**src/rtl/clock_calendar_ctrl.sv**
```systemverilog
// Clock/calendar controller: 1 s prescaler, full date carry for 2000-2099,
// and a button-driven editor for hour, minute, day, month and year.
module clock_calendar_ctrl #(
    parameter int TICK_DIV  = 500,
    parameter int BLINK_DIV = 125
) (
    input  logic       clk,
    input  logic       reset,
    input  logic       btn_mode,
    input  logic       btn_inc,
    output logic [5:0] sec,
    output logic [5:0] min,
    output logic [4:0] hour,
    output logic [4:0] day,
    output logic [3:0] month,
    output logic [6:0] year_off,
    output logic [2:0] edit_field,
    output logic       blink,
    output logic       sec_tick
);

    localparam int PW = (TICK_DIV > 2) ? $clog2(TICK_DIV) : 1;
    localparam int BW = (BLINK_DIV > 1) ? $clog2(BLINK_DIV) : 1;
    localparam logic [PW-1:0] PRE_MAX = PW'(TICK_DIV - 1);
    localparam logic [BW-1:0] BLK_MAX = BW'(BLINK_DIV - 1);

    typedef enum logic [2:0] {
        RUN  = 3'd0,
        HOUR = 3'd1,
        MIN  = 3'd2,
        DAY  = 3'd3,
        MON  = 3'd4,
        YEAR = 3'd5
    } state_t;

    state_t        state, state_nxt;
    logic [PW-1:0] pre, pre_nxt;
    logic [BW-1:0] blk_cnt, blk_cnt_nxt;
    logic          blink_nxt, tick;
    logic [5:0]    sec_nxt, min_nxt;
    logic [4:0]    hour_nxt, day_nxt, lim;
    logic [3:0]    month_nxt, m_inc;
    logic [6:0]    year_nxt, y_inc;

    // Days in month; every fourth year from 2000 is a leap year in this range
    function automatic logic [4:0] dim(input logic [3:0] m, input logic [6:0] y);
        case (m)
            4'd4, 4'd6, 4'd9, 4'd11: dim = 5'd30;
            4'd2:                    dim = (y[1:0] == 2'b00) ? 5'd29 : 5'd28;
            default:                 dim = 5'd31;
        endcase
    endfunction

    assign edit_field = state;

    // Next-state, prescaler, time/date and blink logic
    always_comb begin
        state_nxt   = state;
        pre_nxt     = pre;
        sec_nxt     = sec;
        min_nxt     = min;
        hour_nxt    = hour;
        day_nxt     = day;
        month_nxt   = month;
        year_nxt    = year_off;
        blk_cnt_nxt = blk_cnt;
        blink_nxt   = blink;
        m_inc       = (month == 4'd12) ? 4'd1 : month + 4'd1;
        y_inc       = (year_off == 7'd99) ? 7'd0 : year_off + 7'd1;
        lim         = 5'd31;
        tick        = (state == RUN) && (pre == PRE_MAX);

        case (state)
            RUN:     state_nxt = btn_mode ? HOUR : RUN;
            HOUR:    state_nxt = btn_mode ? MIN  : HOUR;
            MIN:     state_nxt = btn_mode ? DAY  : MIN;
            DAY:     state_nxt = btn_mode ? MON  : DAY;
            MON:     state_nxt = btn_mode ? YEAR : MON;
            YEAR:    state_nxt = btn_mode ? RUN  : YEAR;
            default: state_nxt = RUN;
        endcase

        if (state == RUN) begin
            if (btn_mode || tick) begin
                pre_nxt = {PW{1'b0}};
            end else begin
                pre_nxt = pre + PW'(1);
            end
        end else begin
            pre_nxt = {PW{1'b0}};
        end

        if (tick) begin
            // Whole carry chain resolves on the tick edge
            if (sec == 6'd59) begin
                sec_nxt = 6'd0;
                if (min == 6'd59) begin
                    min_nxt = 6'd0;
                    if (hour == 5'd23) begin
                        hour_nxt = 5'd0;
                        if (day == dim(month, year_off)) begin
                            day_nxt   = 5'd1;
                            month_nxt = m_inc;
                            if (month == 4'd12) begin
                                year_nxt = y_inc;
                            end else begin
                                year_nxt = year_off;
                            end
                        end else begin
                            day_nxt = day + 5'd1;
                        end
                    end else begin
                        hour_nxt = hour + 5'd1;
                    end
                end else begin
                    min_nxt = min + 6'd1;
                end
            end else begin
                sec_nxt = sec + 6'd1;
            end
        end else if (state != RUN && btn_mode) begin
            if (state == YEAR) begin
                sec_nxt = 6'd0;
            end else begin
                sec_nxt = sec;
            end
        end else if (state != RUN && btn_inc) begin
            case (state)
                HOUR: hour_nxt = (hour == 5'd23) ? 5'd0 : hour + 5'd1;
                MIN:  min_nxt  = (min == 6'd59) ? 6'd0 : min + 6'd1;
                DAY:  day_nxt  = (day == dim(month, year_off)) ? 5'd1 : day + 5'd1;
                MON: begin
                    month_nxt = m_inc;
                    lim       = dim(m_inc, year_off);
                    day_nxt   = (day > lim) ? lim : day;
                end
                YEAR: begin
                    year_nxt = y_inc;
                    lim      = dim(month, y_inc);
                    day_nxt  = (day > lim) ? lim : day;
                end
                default: day_nxt = day;
            endcase
        end else begin
            sec_nxt = sec;
        end

        if (state_nxt != state || state == RUN) begin
            blk_cnt_nxt = {BW{1'b0}};
            blink_nxt   = 1'b0;
        end else if (blk_cnt == BLK_MAX) begin
            blk_cnt_nxt = {BW{1'b0}};
            blink_nxt   = ~blink;
        end else begin
            blk_cnt_nxt = blk_cnt + BW'(1);
        end
    end

    // State and output registers
    always_ff @(posedge clk or posedge reset) begin
        if (reset) begin
            state    <= RUN;
            pre      <= {PW{1'b0}};
            blk_cnt  <= {BW{1'b0}};
            blink    <= 1'b0;
            sec_tick <= 1'b0;
            sec      <= 6'd0;
            min      <= 6'd0;
            hour     <= 5'd0;
            day      <= 5'd1;
            month    <= 4'd1;
            year_off <= 7'd0;
        end else begin
            state    <= state_nxt;
            pre      <= pre_nxt;
            blk_cnt  <= blk_cnt_nxt;
            blink    <= blink_nxt;
            sec_tick <= tick;
            sec      <= sec_nxt;
            min      <= min_nxt;
            hour     <= hour_nxt;
            day      <= day_nxt;
            month    <= month_nxt;
            year_off <= year_nxt;
        end
    end

endmodule

```
**config.mk**
```make
export PLATFORM = sky130hd
export DESIGN_NAME = clock_calendar_ctrl
export DESIGN_NICKNAME = d
export VERILOG_FILES = /design/src/rtl/clock_calendar_ctrl.sv
export SDC_FILE = /design/constraint.sdc
export NUM_CORES = 1
export LEC_CHECK = 0
export ABC_CLOCK_PERIOD_IN_PS = 7950
export CAP_MARGIN = 25
export CORE_MARGIN = 1
export CORE_UTILIZATION = 40
export CTS_CLUSTER_DIAMETER = 150
export DETAILED_ROUTE_END_ITERATION = 16
export HOLD_SLACK_MARGIN = 0.06
export PLACE_DENSITY_LB_ADDON = 0.08
export SLEW_MARGIN = 20
export SYNTH_ARGS = -nofsm -noshare
export SYNTH_HDL_FRONTEND = slang
export SYNTH_SLANG_ARGS = --single-unit
```
**constraint.sdc**
```tcl
create_clock -name clk -period 7.95 [get_ports clk]
set_clock_uncertainty 0.1 [all_clocks]
set_input_delay 1.59 -clock clk [delete_from_list [all_inputs] [get_ports clk]]
set_output_delay 1.59 -clock clk [all_outputs]
set_load 0.05 [all_outputs]
```
; ---- After elaboration in Yosys (flattened, before gate mapping)
; Cells that the tools add are included.
[totals]
ff_bits = 54
wordCells = 161
[classes]
eq_ne = 33
bitwise = 1
addsub = 8
mux = 81
reduce_logical = 25
magnitude_cmp = 2
[ops]
columns = op, count
row1 = 5-bit two-way mux, 33
row2 = 7-bit two-way mux, 12
row3 = 6-bit two-way mux, 10
row4 = 4-bit two-way mux, 9
row5 = "4-bit == test, second input constant", 5
row6 = 9-bit two-way mux, 2
row7 = 3-bit one-hot mux with 6 select lines, 1
row8 = "4-bit by 3-bit == test with 1-bit output, second input constant", 4
row9 = 8-bit AND reduction, 2
row10 = 5-bit one-hot mux with 3 select lines, 1
row11 = "7-bit by 1-bit adder with 7-bit output, second input constant", 2
row12 = "7-bit == test, second input constant", 2
row13 = 2-bit nonzero test, 7
row14 = "6-bit by 1-bit adder with 6-bit output, second input constant", 2
row15 = "6-bit == test, second input constant", 2
row16 = 2-bit one-hot mux with 2 select lines, 3
row17 = "5-bit by 1-bit adder with 5-bit output, second input constant", 2
row18 = 5-bit == test, 2
row19 = 5-bit greater-than comparator, 2
row20 = "2-bit by 1-bit inequality test with 1-bit output, second input constant", 5
row21 = "9-bit by 1-bit adder with 9-bit output, second input constant", 1
row22 = "9-bit == test, second input constant", 1
row23 = "4-bit by 2-bit == test with 1-bit output, second input constant", 2
row24 = 4-bit OR reduction, 2
row25 = other kinds (23), 36

; ---- Longest topological paths before layout
; Gate-level depths: netlist of run 1.
[logic_depth]
depth_word = 15
mapped_depth = 14

; ---- Worst setup path after synthesis of run 1
; OpenSTA, ideal clock, no wires.
[synth_path]
kind = register -> register
from = register month[0]
to = register day[0]
arrival_time_ps = 2867
synth_period_minus_slack_ps = 3066
t_required_ps = 7752
setup_slack_ps = 4884
setup_time_ps = 98
path_stages_with_launch = 15
cell_sequence = dfstp_2 > inv_1 > ha_1 > a21oi_1 > o21ai_0 > o31a_1 > mux2_2 > ha_1 > nand2_1 > nand2_1 > o21ai_0 > o221ai_1 > buf_2 > nor2_1 > a221oi_1
[synth_between]
elab_chain_cells = 14
elab_cells_between_ends = 52
cone_classes = add/sub (1) / order compare (2) / eq/ne (15) / mux (31) / reduce/logical (3)
[synth_rtl]
columns = item, line
row1 = from (decl), 15  ; output logic [3:0] month,
row2 = from (signal assigned), 183  ; month <= month_nxt;
row3 = "parallel branches: the longest is 14 deep, another holds 5-bit greater-than comparator", --
row4 = to (signal assigned), 182  ; day <= day_nxt;
row5 = to (decl), 14  ; output logic [4:0] day,
; Parallel ways; which one is timed is not known. The select of a mux whose other input is x is not followed.
; A chain may end at the register's enable or synchronous reset.

; ---- Final worst setup path of run 1
[layout_path]
from = register state[0] (netlist: edit_field[0])
to = output edit_field[0]
[layout_lines]
columns = item, line
row1 = from (decl), 36  ; state_t state, state_nxt;
row2 = from (signal assigned), 174  ; state <= state_nxt;
row3 = to (decl), 17  ; output logic [2:0] edit_field,
; No word-level cell between the ends.

==> summary.md, run 1 <==
| Metric | Value |
|---|---|
| H-tree lvl count | `2` |
| DRT Wirelength | `6256 um` |
| Layout Cells excl Fill | `467` |
| Antenna diodes | `0` |
| Post-synth design cell area | `3136 um^2` |
| Crit path launch type | `register` |
| Post-Syn Nets | `349` |
| Clock latency on the worst-skew pair | `310 ps` |
| Placed Cells | `459` |
| Top-area cell type share of the netlist area | `41.50%` |
| Routed vias | `2435` |
| CTS tree | `done` |
| Post-synth EDFFs | `0` |
| Setup TNS | `0 ps` |
| RD Place Congestion | `0.7636` |
| Worst Path Max Fanout | `14` |
| CP endpoint kind | `output port` |
| Die area | `8197 um^2` |
| Reg2reg path depth | `13` |
| Final core occ | `50.24%` |
| IO buf count | `41` |
| Status | `completed` |
| Most area-hungry cell type in the Yosys netlist | `dfrtp_1` |
| Slowest stage delay, CP | `920 ps` |
| Total CTS buffers | `5` |
| IO Pins | `42` |
| CP top delay family | `buffers and inverters` |
| RSZ-0062 raised after global routing | `no` |
| Antenna Violating Nets Remaining | `0` |
| Post-Route Hold Slack | `381.2 ps` |
| Final setup viols | `0` |
| Switch share | `48.38%` |
| Number of global-route vias before repair | `2273` |
| Least-Margin Pin Slew | `851.4 ps` |
| Fin crit share | `45.10%` |
| Clock network power share | `12.4%` |
| Largest net degree at the start of global routing | `55` |
| Initial drt markers | `104` |
| Pleak | `1.576 nW` |
| Avg Inst Size Synth | `9.648 um^2` |
| Sw Pwr | `0.5954 mW` |
| Final hold violations | `0` |
| Required time worst endpoint | `6260 ps` |
| Initial core utilization | `42.32%` |
| Clock slew at reported path FFs | `110 ps` |
| Largest cells by area after synthesis | `dfrtp_1, ha_1, o21ai_0, nor2_1, nand3_1` |
| Slowest CP cell | `clkdlybuf4s50_1` |
| Root buf cell | `clkbuf_8` |
| Antenna violations before repair | `0` |
| Worst ir drop on vdd | `0.1668 mV` |
| Placed inst area | `3638 um^2` |
| Synth Warn # | `0` |
| Grt ovf | `0` |
| Most frequent cells in the layout | `dfrtp_1, clkdlybuf4s50_1, nor2_1, o21ai_0` |
| Power density of the placed cells | `330.6 nW/um^2` |
| DIE HEIGHT | `90.54 um` |
| Num rows | `31` |
| Tmin final | `3586 ps` |
| Hold-fix buffer count after cts | `0` |
| Final WS setup | `4364 ps` |
| #FFs+latches synth | `54` |
| Most common cell after layout, fill and taps aside | `dfrtp_1` |
| Hold endpoint | `pre[0]$_DFF_PP0_` |
| Post-route cell area | `3722 um^2` |
| Number of fill cells in the layout | `711` |
| Slew margin rel. | `43.24%` |
| Post-CTS Resized | `0` |
| Layout area overhead | `18.72%` |
| Synth Instances | `325` |
| Setup WS pre-CTS | `4267 ps` |
| Sequential area share after synthesis | `43.18%` |
| Main synth FF type | `dfrtp_1` |
| Total power draw | `1.231 mW` |
| Slew Limit Fails | `0` |
| Worst path arrival time | `1900 ps` |
| Die Wd | `90.54 um` |
| Worst Hold Class | `reg -> reg` |
| DRC viols | `0` |
| Via density | `5.214` |
| Clock tree buffer depth | `2` |
| Start point of the worst hold path | `pre[0]$_DFF_PP0_` |
| WL/cell | `13.40 um` |
| Critical path origin | `edit_field[0]$_DFF_PP0_` |
| Cell chain of the critical path | `clkdlybuf4s50_1` |
| Setup CP Type | `reg -> out` |
| Max-cap violations | `0` |
| Worst r2r src | `month[1]$_DFFE_PP0P_` |
| Share of cells above drive strength 1 | `7.609%` |
| Worst path bufs/invs | `1` |
| DP HPWL | `4497 um` |
| Fmax achieved | `278.9 MHz` |
| Async set or reset register ratio after synthesis | `100.0%` |
| Worst R2R End | `day[0]$_DFFE_PP1P_` |
| Drt first pass iters | `4` |
| Sequential fraction of design power | `37.1%` |
| All-Layer GR Usage | `16.22%` |
| TritonCTS Sinks | `54` |
| First-pass GRT wire length | `10870 um` |
| Pint | `0.6354 mW` |
| Core area | `7408 um^2` |
| Setup bufs post-CTS | `0` |
| Nets | `391` |
| Reg-to-reg slack, setup | `4470 ps` |
| Post-synthesis cell type count | `56` |
| Gate power share | `50.5%` |
| Hold Path Cell Cnt | `1` |
## cell families after synthesis
family / count (synthesis) / synth area share, %
buffers and inverters: 28 / 3.911
DFF: 54 / 43.18
muxes: 12 / 4.389
AOI/OAI and AO/OA: 65 / 13.17
and+or+nand+nor: 127 / 22.07
adders and majority gates: 20 / 7.981
xor gates and xnor gates: 19 / 5.307
## power groups by stage
stage	Combinational, mW	Sequential [mW]	Clock, mW
2_1_floorplan	0.271	0.622	0
3_5_place_dp	0.625	0.462	0
6_report	0.621	0.456	0.153
3_3_place_gp	0.619	0.463	0
5_1_grt	0.678	0.474	0.170
4_1_cts	0.627	0.457	0.158
## how the worst max path moves through the flow
stage	slack (ps)	endpoint	cells past startpoint
after global placement	4280	year_off[1]$_DFFE_PP0P_	5
after CTS	4340	edit_field[0]	1
after floorplan	4880	day[0]$_DFFE_PP1P_	14
final	4360	edit_field[0]	1
after global routing	4170	day[0]$_DFFE_PP1P_	13
after detailed placement	4270	year_off[1]$_DFFE_PP0P_	5
## metal layers
layer / track usage [%] / part of all wire [%] / up-vias
met5: 0 / 0 / -
met4: 4.570 / 1.1 / 0
met3: 3.030 / 3.1 / 7
met2: 25.00 / 45 / 32
met1: 23.19 / 50 / 1158
li1: - / - / 1238
## flip-flops by register name, indices dropped and copies added, names as in the netlist
name and flops:
blink 1, blk_cnt 7, day 5, edit_field 3, hour 5, min 6, month 4, pre 9
sec 6, sec_tick 1, year_off 7
## cell type report
type	count	area (um^2)	area share, %
sequential	54	1354	36.37
multi-input combinational	243	1659	44.57
tap	99	123.9	3.328
timing repair buffer	42	417.9	11.23
clock buffer	7	76.32	2.050
clock inverter	1	7.507	0.2017
inverter	21	83.83	2.252
## cell usage after synthesis, types with 8 or more instances
cell,number
dfrtp_1,52
nor2_1,34
o21ai_0,29
ha_1,20
inv_1,20
nand2_1,20
nand3_1,19
a21oi_1,12
xnor2_1,10
xor2_1,9
nand2b_1,8
nand4_1,8
(Power assumes the default switching activity.)
==> run 2, diff against run 1 <==
--- a/config.mk
+++ b/config.mk
@@ -5,7 +5,7 @@
 export SDC_FILE = /design/constraint.sdc
 export NUM_CORES = 1
 export LEC_CHECK = 0
-export ABC_CLOCK_PERIOD_IN_PS = 7950
+export ABC_CLOCK_PERIOD_IN_PS = 3380
 export CAP_MARGIN = 25
 export CORE_MARGIN = 1
 export CORE_UTILIZATION = 40
==> constraint.sdc (replaced) <==
create_clock -name clk -period 3.38 [get_ports clk]
set_clock_uncertainty 0.1 [all_clocks]
set_input_delay 0.676 -clock clk [delete_from_list [all_inputs] [get_ports clk]]
set_output_delay 0.676 -clock clk [all_outputs]
set_load 0.05 [all_outputs]
==> summary.md, run 2 (synthesis results as in run 1) <==
| Metric | Value |
|---|---|
| TritonCTS Sinks | `54` |
| CP top delay family | `compound AO/OA/AOI/OAI gates` |
| Largest registers | `pre x9, blk_cnt x7, year_off x7` |
| Die Wd | `90.54 um` |
| CP most frequent cell | `nand2_1` |
| CTS tree | `done` |
| CP endpoint kind | `register` |
| Worst Hold Class | `reg -> reg` |
| DP HPWL | `4705 um` |
| Routed vias | `2429` |
| Share of cells above drive strength 1 | `9.893%` |
| First-pass GRT wire length | `10940 um` |
| Worst R2R End | `day[0]$_DFFE_PP1P_` |
| Crit path launch type | `register` |
| Clock latency on the worst-skew pair | `310 ps` |
| Antenna violations before repair | `0` |
| Setup TNS | `0 ps` |
| Max FFs per register | `9` |
| Fin crit share | `90.43%` |
| Worst path arrival time | `3180 ps` |
| DRC viols | `0` |
| Slowest stage delay, CP | `460 ps` |
| Number of fill cells in the layout | `708` |
| Number of global-route vias before repair | `2316` |
| Setup WS pre-CTS | `40.19 ps` |
| Hold Path Cell Cnt | `1` |
| Most common cell after layout, fill and taps aside | `dfrtp_1` |
| Start point of the worst hold path | `pre[0]$_DFF_PP0_` |
| Slew margin rel. | `62.09%` |
| RSZ-0062 raised after global routing | `no` |
| Pleak | `1.615 nW` |
| Max-cap violations | `0` |
| Most frequent cells in the layout | `dfrtp_1, clkdlybuf4s50_1, nor2_1, o21ai_0` |
| Antenna Violating Nets Remaining | `0` |
| Power density of the placed cells | `779.4 nW/um^2` |
| Worst ir drop on vdd | `0.2788 mV` |
| Post-Route Hold Slack | `390.4 ps` |
| Final WS setup | `323.3 ps` |
| Num rows | `31` |
| Initial drt markers | `76` |
| IO Pins | `42` |
| Final setup viols | `0` |
| Reg2reg path depth | `13` |
| Fmax achieved | `327.2 MHz` |
| Final hold violations | `0` |
| Worst path bufs/invs | `1` |
| DIE HEIGHT | `90.54 um` |
| Layout area overhead | `21.07%` |
| Clock slew at reported path FFs | `100 ps` |
| All-Layer GR Usage | `16.39%` |
| RD Place Congestion | `0.8184` |
| Die area | `8197 um^2` |
| Clock tree buffer depth | `2` |
| Drt first pass iters | `4` |
| Worst Path Max Fanout | `11` |
| Cell chain of the critical path | `inv_1, ha_1, nand2_1, a21oi_1, o21ai_0, mux2_2, ha_1, nand2_1, nand2_1, o21ai_1, o221ai_4, a311oi_1, a221oi_1` |
| Slowest CP cell | `dfrtp_1` |
| Largest net degree at the start of global routing | `26` |
| Total CTS buffers | `5` |
| WL/cell | `13.53 um` |
| Status | `completed` |
| Largest Register | `pre` |
| Core area | `7408 um^2` |
| DRT Wirelength | `6400 um` |
| Initial core utilization | `42.32%` |
| Antenna diodes | `0` |
| Required time worst endpoint | `3510 ps` |
| Tmin final | `3057 ps` |
| Least-Margin Pin Slew | `567.9 ps` |
| Setup CP Type | `reg -> reg` |
| IO buf count | `41` |
| Grt ovf | `0` |
| Slew Limit Fails | `0` |
| Critical path origin | `month[1]$_DFFE_PP0P_` |
| Via density | `5.135` |
| Root buf cell | `clkbuf_8` |
| Hold endpoint | `pre[0]$_DFF_PP0_` |
| Worst r2r src | `month[1]$_DFFE_PP0P_` |
| H-tree lvl count | `2` |
| Hold-fix buffer count after cts | `0` |
| Nets | `397` |
| Reg-to-reg slack, setup | `320 ps` |
[run 2: metal layers]
layer	GRT usage, %	up-vias	routed length (um)
met5	0	-	0
met4	4.032	0	83
met3	3.030	7	177
met2	26.89	29	2867
met1	22.29	1154	3273
li1	-	1239	-
[run 2: metrics by stage]
step | std cells | utilization [%] | cell area, um^2 | power (mW)
global route | 473 | 51.24 | 3796 | 3.173
finish | 473 | 51.24 | 3796 | 2.959
CTS | 472 | 50.90 | 3771 | 2.959
detailed placement | 464 | 49.62 | 3676 | 2.564
global placement | 464 | 49.62 | 3676 | 2.553
floorplan | 325 | - | 3136 | 2.102
[run 2: worst max-delay path by stage]
stage                                    end  cells past startpoint  slack (ps)
final                     day[0]$_DFFE_PP1P_                     13         320
after global routing      day[0]$_DFFE_PP1P_                     13          30
after CTS                 day[0]$_DFFE_PP1P_                     13         0.2
after detailed placement  day[0]$_DFFE_PP1P_                     13          40
after global placement    day[0]$_DFFE_PP1P_                     13         160
after floorplan           day[0]$_DFFE_PP1P_                     14         310
[run 2: timing repair]
| item | CTS | global route |
|---|---|---|
| gates resized for setup | 0 | 4 |
| hold endpoints to repair | 0 | 0 |
| setup endpoints to repair | 0 | 5 |
| buffers inserted | 0 | 1 |
[run 2: final cells by class]
type	instances	area [um^2]	share of cell area, %
multi-input combinational	243	1677	44.17
clock inverter	2	12.51	0.3296
clock buffer	6	82.58	2.175
sequential	54	1354	35.66
tap	99	123.9	3.263
timing repair buffer	48	462.9	12.20
inverter	21	83.83	2.208
[run 2: power breakdown]
group / total, mW / internal [mW] / switching, mW
combinational: 1.50 / 0.569 / 0.936
clock: 0.384 / 0.165 / 0.218
sequential: 1.07 / 0.805 / 0.266
[run 2: worst register-to-register path: cells and delay by family, from the launching register on]
family,cells,cell delay (ps)
DFF,1,460
and+or+nand+nor,3,180
buffers and inverters,1,150
adders and majority gates,2,500
muxes,1,310
AOI/OAI and AO/OA,6,1290
==> run 3, diff against run 2 <==
--- a/config.mk
+++ b/config.mk
@@ -8,11 +8,12 @@
 export ABC_CLOCK_PERIOD_IN_PS = 3380
 export CAP_MARGIN = 25
 export CORE_MARGIN = 1
-export CORE_UTILIZATION = 40
+export CORE_UTILIZATION = 50
 export CTS_CLUSTER_DIAMETER = 150
 export DETAILED_ROUTE_END_ITERATION = 16
 export HOLD_SLACK_MARGIN = 0.06
 export PLACE_DENSITY_LB_ADDON = 0.08
+export SKIP_CTS_REPAIR_TIMING = 1
 export SLEW_MARGIN = 20
 export SYNTH_ARGS = -nofsm -noshare
 export SYNTH_HDL_FRONTEND = slang
==> summary.md, run 3 (synthesis results as in run 1) <==
| Metric | Value |
|---|---|
| Worst ir drop on vdd | `0.4480 mV` |
| All-Layer GR Usage | `20.53%` |
| Nets | `398` |
| Die Wd | `81.19 um` |
| Die area | `6592 um^2` |
| Routed vias | `2503` |
| Required time worst endpoint | `3490 ps` |
| WL/cell | `13.89 um` |
| Sw Pwr | `1.411 mW` |
| Sequential fraction of design power | `36.5%` |
| Fin crit share | `90.96%` |
| Num rows | `28` |
| Tmin final | `3074 ps` |
| Least-Margin Pin Slew | `599.2 ps` |
| Antenna violations before repair | `0` |
| Largest Register | `pre` |
| Pint | `1.534 mW` |
| DIE HEIGHT | `81.19 um` |
| Final core occ | `62.97%` |
| Number of global-route vias before repair | `2319` |
| Via density | `5.562` |
| Slew Limit Fails | `0` |
| Clock network power share | `12.6%` |
| Fmax achieved | `325.3 MHz` |
| Initial drt markers | `146` |
| Layout area overhead | `20.31%` |
| Clock latency on the worst-skew pair | `300 ps` |
| Final hold violations | `0` |
| Largest net degree at the start of global routing | `29` |
| Switch share | `47.92%` |
| DRC viols | `0` |
| IO buf count | `41` |
| Max-cap violations | `0` |
| Antenna Violating Nets Remaining | `0` |
| CP endpoint kind | `register` |
| RD Place Congestion | `0.8806` |
| Worst path arrival time | `3190 ps` |
| Power density of the placed cells | `780.6 nW/um^2` |
| TritonCTS Sinks | `54` |
| Setup CP Type | `reg -> reg` |
| First-pass GRT wire length | `10440 um` |
| Max FFs per register | `9` |
| Antenna diodes | `0` |
| Share of cells above drive strength 1 | `9.600%` |
| Clock slew at reported path FFs | `90 ps` |
| Final setup viols | `0` |
| H-tree lvl count | `2` |
| Gate power share | `50.9%` |
| Root buf cell | `clkbuf_8` |
| Most common cell after layout, fill and taps aside | `dfrtp_1` |
| Total CTS buffers | `5` |
| Slew margin rel. | `59.99%` |
| Worst Hold Class | `reg -> reg` |
| Most frequent cells in the layout | `dfrtp_1, clkdlybuf4s50_1, nor2_1, o21ai_0` |
| Core area | `5991 um^2` |
| Drt first pass iters | `4` |
| Pleak | `1.619 nW` |
| Status | `completed` |
| Setup WS pre-CTS | `20.68 ps` |
| Worst Path Max Fanout | `7` |
| Grt ovf | `0` |
| Final WS setup | `305.7 ps` |
| IO Pins | `42` |
| DRT Wirelength | `6251 um` |
| CTS tree | `done` |
| Clock tree buffer depth | `2` |
| Crit path launch type | `register` |
| DP HPWL | `4432 um` |
| Initial core utilization | `52.34%` |
| Largest registers | `pre x9, blk_cnt x7, year_off x7` |
[run 3: critical path, stage by stage (launching register included)]
cell and delay [ps]:
dfrtp_1 460, inv_1 160, ha_1 240, nand2_1 70
a21oi_1 290, o21ai_0 160, mux2_2 300, ha_1 280
nand2_1 50, nand2_1 50, o21ai_1 110, o221ai_1 350
nor2_1 80, a221oi_1 270
[run 3: final cells by class]
class                      instances  area, um^2
fill                             498        2218
sequential                        54        1354
inverter                          21       83.83
tap                               75       93.84
clock buffer                       7       86.33
multi-input combinational        244        1674
clock inverter                     1       5.005
timing repair buffer              48       475.5
[run 3: metrics by stage]
stage / power (mW) / hold slack, ps / TNS (ps) / instance area (um^2) / cells
finish: 2.945 / 394.8 / 0 / 3772 / 450
global route: 3.153 / 432.5 / -6.368 / 3772 / 450
CTS: 2.941 / 401.4 / 0 / 3742 / 447
detailed placement: 2.562 / 387.9 / 0 / 3651 / 439
global placement: 2.535 / 378.7 / 0 / 3651 / 439
floorplan: 2.102 / 354.7 / 0 / 3136 / 325
[run 3: layer usage]
layer	up-vias	share of wire [%]	GRT usage (%)	wire length [um]
li1	1255	-	-	-
met1	1199	51	28.00	3159
met2	41	45	32.61	2831
met3	8	2.9	3.820	183
met4	0	1.2	7.143	76
met5	-	0	0	0
[run 3: final timing paths]
path | start | endpoint | slack [ps] | depth (start not counted)
max in group asynchronous | reset | pre[2]$_DFF_PP0_ | 1970 | 3
setup reg to reg | month[1]$_DFFE_PP0P_ | day[0]$_DFFE_PP1P_ | 310 | 13
min in group asynchronous | reset | blk_cnt[5]$_DFF_PP0_ | 650 | 2
hold / removal | pre[0]$_DFF_PP0_ | pre[0]$_DFF_PP0_ | 390 | 1
setup / recovery | month[1]$_DFFE_PP0P_ | day[0]$_DFFE_PP1P_ | 310 | 13
hold reg to reg | pre[0]$_DFF_PP0_ | pre[0]$_DFF_PP0_ | 390 | 1
[run 3: power by group through the flow]
| stage | registers (mW) | logic, mW | clock network [mW] |
|---|---|---|---|
| 2_1_floorplan | 1.46 | 0.638 | 0 |
| 3_3_place_gp | 1.08 | 1.46 | 0 |
| 3_5_place_dp | 1.08 | 1.48 | 0 |
| 4_1_cts | 1.07 | 1.48 | 0.385 |
| 5_1_grt | 1.11 | 1.62 | 0.418 |
| 6_report | 1.08 | 1.50 | 0.371 |
